$ cat config.mk
export PLATFORM = sky130hd
export DESIGN_NAME = nibble_word_packer
export DESIGN_NICKNAME = d
export VERILOG_FILES = /design/src/rtl/nwp_pkg.sv /design/src/rtl/nwp_fifo2.sv /design/src/rtl/nibble_word_packer.sv
export SDC_FILE = /design/constraint.sdc
export NUM_CORES = 1
export LEC_CHECK = 0
export BUFFER_PORTS_ARGS = -buffer_cell sky130_fd_sc_hd__buf_2
export CAP_MARGIN = 20
export CORE_MARGIN = 2
export CORE_UTILIZATION = 55
export CTS_BUF_LIST = sky130_fd_sc_hd__clkbuf_8
export DETAILED_ROUTE_END_ITERATION = 10
export PLACE_DENSITY = 0.78
export SYNTH_ARGS = -nofsm -noshare
export SYNTH_HDL_FRONTEND = slang
export SYNTH_SLANG_ARGS = --single-unit
$ cat constraint.sdc
create_clock -name clk -period 1.73 [get_ports clk]
set_input_delay 0.0865 -clock clk [delete_from_list [all_inputs] [get_ports clk]]
set_output_delay 0.0865 -clock clk [all_outputs]
set_load 0.005 [all_outputs]
$ cat src/rtl/nwp_pkg.sv
// Shared types and constants for the nibble-to-word packer.
// Optional feature macro: NWP_PARITY_EN adds a per-entry even-parity bit.
package nwp_pkg;

    localparam int NIB_W             = 4;
    localparam int DEF_NIBS_PER_WORD = 4;
    localparam int FIFO_DEPTH        = 2;
    localparam int DEF_WORD_W        = NIB_W * DEF_NIBS_PER_WORD;
    localparam int DEF_CW            = $clog2(DEF_NIBS_PER_WORD + 1);

    typedef logic [NIB_W-1:0] nib_t;

    // Entry layout for the default word size; the top builds its own for overrides.
    typedef struct packed {
        logic [DEF_WORD_W-1:0] word;
        logic [DEF_CW-1:0]     nibs;
`ifdef NWP_PARITY_EN
        logic                  par;
`endif
    } word_ent_t;

    typedef enum logic {
        ACCUM,
        EMIT
    } nwp_state_e;

endpackage

$ cat src/rtl/nwp_fifo2.sv
// Two-entry FIFO with valid/ready on both sides. A pop in the same cycle frees a
// slot for a push, so a full FIFO still accepts when its head is being taken.
module nwp_fifo2
    import nwp_pkg::*;
#(
    parameter type ent_t = word_ent_t
) (
    input  logic clk,
    input  logic rst_n,
    input  ent_t in_data,
    input  logic in_valid,
    output logic in_ready,
    output ent_t out_data,
    output logic out_valid,
    input  logic out_ready
);

    ent_t       mem_q [2];
    logic       wr_ptr_q;
    logic       rd_ptr_q;
    logic [1:0] count_q;
    logic       push;
    logic       pop;

    assign out_valid = (count_q != 2'd0);
    assign pop       = out_valid && out_ready;
    assign in_ready  = (count_q != 2'd2) || pop;
    assign push      = in_valid && in_ready;
    assign out_data  = mem_q[rd_ptr_q];

    // When full, wr_ptr equals rd_ptr, so a push can only overwrite the head while it pops.
    always_ff @(posedge clk or negedge rst_n) begin
        if (!rst_n) begin
            mem_q[0] <= '0;
            mem_q[1] <= '0;
            wr_ptr_q <= 1'b0;
            rd_ptr_q <= 1'b0;
            count_q  <= 2'd0;
        end else begin
            if (push) begin
                mem_q[wr_ptr_q] <= in_data;
                wr_ptr_q        <= ~wr_ptr_q;
            end
            if (pop) begin
                rd_ptr_q <= ~rd_ptr_q;
            end
            case ({push, pop})
                2'b10:   count_q <= count_q + 2'd1;
                2'b01:   count_q <= count_q - 2'd1;
                default: count_q <= count_q;
            endcase
        end
    end

endmodule

$ cat src/rtl/nibble_word_packer.sv
// Packs a 4-bit nibble stream LSB-first into words, closing early on nib_last,
// and buffers finished words in a 2-entry FIFO. Macro NWP_PARITY_EN adds word_par.
module nibble_word_packer
    import nwp_pkg::*;
#(
    parameter int  NIBS_PER_WORD = DEF_NIBS_PER_WORD,
    localparam int WORD_W        = NIB_W * NIBS_PER_WORD,
    localparam int CW            = $clog2(NIBS_PER_WORD + 1)
) (
    input  logic              clk,
    input  logic              rst_n,
    input  logic [NIB_W-1:0]  nib_data,
    input  logic              nib_valid,
    input  logic              nib_last,
    output logic              nib_ready,
    output logic [WORD_W-1:0] word_data,
    output logic [CW-1:0]     word_nibs,
    output logic              word_valid,
    input  logic              word_ready
`ifdef NWP_PARITY_EN
    ,
    output logic              word_par
`endif
);

    typedef struct packed {
        logic [WORD_W-1:0] word;
        logic [CW-1:0]     nibs;
`ifdef NWP_PARITY_EN
        logic              par;
`endif
    } ent_t;

    logic [WORD_W-1:0] accum_q;
    logic [CW-1:0]     nib_cnt_q;
    logic [WORD_W-1:0] merged;
    logic              accept;
    logic              last_slot;
    nwp_state_e        state;
    ent_t              push_ent;
    ent_t              head_ent;

    assign accept    = nib_valid && nib_ready;
    assign last_slot = (nib_cnt_q == CW'(NIBS_PER_WORD - 1));

    // EMIT exists only in the accept cycle of a closing nibble; it is not registered.
    always_comb begin
        state    = ACCUM;
        merged   = accum_q;
        push_ent = '0;
        for (int k = 0; k < NIBS_PER_WORD; k++) begin
            if (nib_cnt_q == CW'(k)) begin
                merged[NIB_W*k +: NIB_W] = nib_data;
            end
        end
        if (accept && (last_slot || nib_last)) begin
            state = EMIT;
        end
        push_ent.word = merged;
        push_ent.nibs = nib_cnt_q + CW'(1);
`ifdef NWP_PARITY_EN
        // Unused slots are zero, so reducing the whole word covers only valid nibbles.
        push_ent.par  = ^merged;
`endif
    end

    always_ff @(posedge clk or negedge rst_n) begin
        if (!rst_n) begin
            accum_q   <= '0;
            nib_cnt_q <= '0;
        end else if (accept) begin
            if (state == EMIT) begin
                accum_q   <= '0;
                nib_cnt_q <= '0;
            end else begin
                accum_q   <= merged;
                nib_cnt_q <= nib_cnt_q + CW'(1);
            end
        end
    end

    nwp_fifo2 #(
        .ent_t (ent_t)
    ) u_fifo (
        .clk       (clk),
        .rst_n     (rst_n),
        .in_data   (push_ent),
        .in_valid  (state == EMIT),
        .in_ready  (nib_ready),
        .out_data  (head_ent),
        .out_valid (word_valid),
        .out_ready (word_ready)
    );

    assign word_data = head_ent.word;
    assign word_nibs = head_ent.nibs;
`ifdef NWP_PARITY_EN
    assign word_par  = head_ent.par;
`endif

endmodule

==> flow_summary_export.csv <==
group,metric,value,unit
status,status,"complete, but fails checks",
status,violations,"negative setup slack",
logic_synthesis,synth_most_common_cell,"dfrtp_1",
timing,clock_skew,0.00626,ns
layout,nFillCells,356,
global_route,grt_pass1_wl,9690,µm
min_path,min_path_cells,3,
layout,final-seq-area,1530,µm²
timing,max_freq,0.568,GHz
clock_network,root_buffer,"clkbuf_8",
logic_synthesis,ys_async_sr_fraction,1.00,
layout,nets,275,
critical_path,cpPeakStageDelay,0.38,ns
drt,drcViolationCount,0,
floorplanning,design.core.area,5110,µm²
critical_path,r2r_slack,-0.03,ns
floorplanning,die_area,5880,µm²
logic_synthesis,synth_cell_types,29,
layout,fin_area,3670,µm²
placement,gp_congestion,0.799,
floorplanning,die_h,76.7,µm
floorplanning,io_pins,30,
placement,io_buffer_count,29,
critical_path,rr_startpoint,"nib_cnt_q[0]",
placement,post_dp_cell_area,3260,µm²
global_route,grt_pass1_vias,1951,
critical_path,critPathSlowestCell,"dfrtp_1",
global_route,grt_max_degree,62,
timing,setup_viol,14,
critical_path,critPathKind,"reg -> reg",
min_path,holdPathEnd,"u_fifo.rd_ptr_q",
pwr,vdd_drop_max,785,µV
global_route,grt_antenna_before_repair,0,
timing,drv_slew,0,
drt,detail-route-antenna-nets,0,
timing,setup_ws,-0.0298,ns
logic_synthesis,synth_commonest_cells,"dfrtp_1, mux2_2, mux2_4",
drt,wl,5970,µm
pwr,pwr_density_cell,1590,nW/µm²
floorplanning,placementRows,26,
placement,dp_cells,305,
layout,synthToLayoutAreaGrowth,26.4,%
timing,rsz0062_at_grt,"yes",
clock_network,clk_path_buf_depth,2,
clock_network,cts_sinks,61,
clock_network,tritoncts,"yes",
logic_synthesis,syn_inst,195,
timing,hold_viol,0,
clock_network,cts_buffers,9,
clock_network,htreeDepth,3,
logic_synthesis,ys_seq_area_frac,0.525,
timing,min_period_over_period,1.02,
critical_path,crit_arrival,1.98,ns
logic_synthesis,ys.flop_type,"dfrtp_1",
critical_path,path_max_fanout,5,
layout,antenna_cells,0,
logic_synthesis,synthTopCellsByArea,"dfrtp_1, mux2_2, mux2_4, a32o_1, ha_1",
logic_synthesis,ys_warn_count,0,
critical_path,rr_worst_depth,7,
critical_path,crit_buf_inv,2,
drt,viasPerCell,5.53,
logic_synthesis,ys_ff_latch,61,
timing,slew_headroom,0.781,
logic_synthesis,avgSynthCellArea,14.9,µm²
layout,drive_gt1_frac,0.621,
logic_synthesis,synthesis.nets,210,
critical_path,path_cells,"ha_2 -> ha_4 -> o21ai_4 -> nor3b_4 -> buf_6 -> buf_8 -> mux2_4",
clock_network,clock_latency,0.33,ns
floorplanning,initial_utilization,0.569,
drt,dr.pass1.iters,4,
clock_network,path_clk_slew,0.06,ns
layout,multi_input_area,1410,µm²
min_path,hold_path_class,"in -> reg",
timing,layout_min_cycle_time,1.76,ns
critical_path,cp_top_family,"flip-flops",
drt,num_vias,1846,
floorplanning,die-width,76.7,µm
pwr,p_leak,1.79,nW
timing,worst_slew_pin_slew,0.328,ns
logic_synthesis,synth-edff-count,0,
logic_synthesis,synth_area,2910,µm²
logic_synthesis,synth.top_cell.area_share,0.525,
critical_path,startpoint_type,"register",
flow_run,cap_violations,0,
critical_path,r2r_end,"u_fifo.mem_q[6]",
critical_path,critPathRequiredTime,1.95,ns
min_path,min_from,"word_ready",
logic_synthesis,synth.largest_area_cell,"dfrtp_1",
global_route,overflow,0,
critical_path,cp-end-kind,"register",
layout,final_cell_count_no_fill,334,
drt,drt_iter0_drc,120,
global_route,grt_usage,0.217,
drt,wire_per_inst,17.9,µm
placement,post-dp-hpwl,3810,µm
==> kinds of logic after synthesis <==
logic type	Yosys count	synth area share
DFF	61	0.525
buffers and inverters	15	0.0310
adders and majority gates	6	0.0258
AOI/OAI and AO/OA	18	0.0568
xor gates and xnor gates	5	0.0151
and+or+nand+nor	18	0.0448
muxes	72	0.301
==> worst min-delay path, delay by kind of cell <==
kind	cells	cell delay [ns]
buffers and inverters	1	0.11
AND/OR/NAND/NOR	1	0.17
XOR/XNOR	1	0.06
==> cell type report <==
| class | count | share of cell area |
|---|---|---|
| flip-flops and latches | 61 | 0.415 |
| multi-input cells | 119 | 0.384 |
| repair buffers | 62 | 0.126 |
| clock buffers | 10 | 0.0375 |
| well taps | 70 | 0.0238 |
| inverters | 7 | 0.00715 |
| clock inverters | 5 | 0.00579 |
==> placed cells by master (no fill, tap or decap), types with 2 or more instances in the layout <==
master | synthesis | layout
a32o_1 | 13 | 13
buf_12 | 1 | 2
buf_2 | 2 | 30
buf_4 | 0 | 20
buf_6 | 2 | 6
buf_8 | 0 | 3
clkbuf_8 | 0 | 10
clkinv_2 | 0 | 2
dfrtp_1 | 61 | 61
ha_2 | 0 | 3
ha_4 | 0 | 2
inv_1 | 6 | 7
inv_2 | 1 | 3
mux2_2 | 52 | 43
mux2_4 | 18 | 27
mux2i_1 | 2 | 2
nand2_1 | 3 | 3
nand2b_4 | 0 | 3
nor2_2 | 0 | 2
nor2b_1 | 4 | 4
nor3b_4 | 1 | 2
xor2_1 | 3 | 3
==> sequential cells by signal (all words and copies together) (netlist names) <==
name and flops:
u_fifo.rd_ptr_q 1, u_fifo.count_q 2, u_fifo.wr_ptr_q 1, nib_cnt_q 3
u_fifo.mem_q 38, accum_q 16
==> metrics by stage <==
step	TNS [ns]	util	total power (W)	hold WS (ns)	setup WS, ns
floorplan	-0.266	-	0.00369	-0.209	-0.0296
global placement	-6.78	0.639	0.00435	0.120	-0.395
global route	-1.52	0.720	0.00619	0.142	-0.0804
finish	-0.301	0.720	0.00584	0.131	-0.0298
detailed placement	-8.65	0.639	0.00445	0.118	-0.443
CTS	-0.465	0.695	0.00569	0.118	-0.0546
==> worst max-delay path by stage <==
stage | cells after the start | slack, ns | endpoint | start
after floorplan | 6 | -0.03 | u_fifo.mem_q[24] | nib_cnt_q[0]
after global placement | 5 | -0.40 | u_fifo.mem_q[23] | nib_cnt_q[0]
after detailed placement | 5 | -0.44 | u_fifo.mem_q[35] | nib_cnt_q[0]
after CTS | 7 | -0.05 | u_fifo.mem_q[5] | nib_cnt_q[0]
after global routing | 7 | -0.08 | u_fifo.mem_q[8] | nib_cnt_q[0]
final | 7 | -0.03 | u_fifo.mem_q[6] | nib_cnt_q[0]
==> where the power goes <==
part           switching [W]  internal [W]  leakage (nW)
combinational        0.00108       0.00159         0.893
clock               0.000508      0.000529        0.0957
sequential          0.000245       0.00189         0.805
total                0.00183       0.00402          1.79
==> layer usage <==
metal | up-vias | GRT usage | wire length (µm)
met5 | - | 0 | 0
met4 | 0 | 0.105 | 131
met3 | 12 | 0.0435 | 187
met2 | 45 | 0.350 | 3030
met1 | 949 | 0.281 | 2620
li1 | 840 | - | -
==> repair_timing <==
item,in CTS,in global routing
hold buffers,1,0
hold endpoints to repair,61,0
cloned,2,0
buffers inserted,6,6
setup endpoints to repair,41,43
gates resized for setup,17,18
pin swaps,8,5
Power figures use the tool's default switching activity.
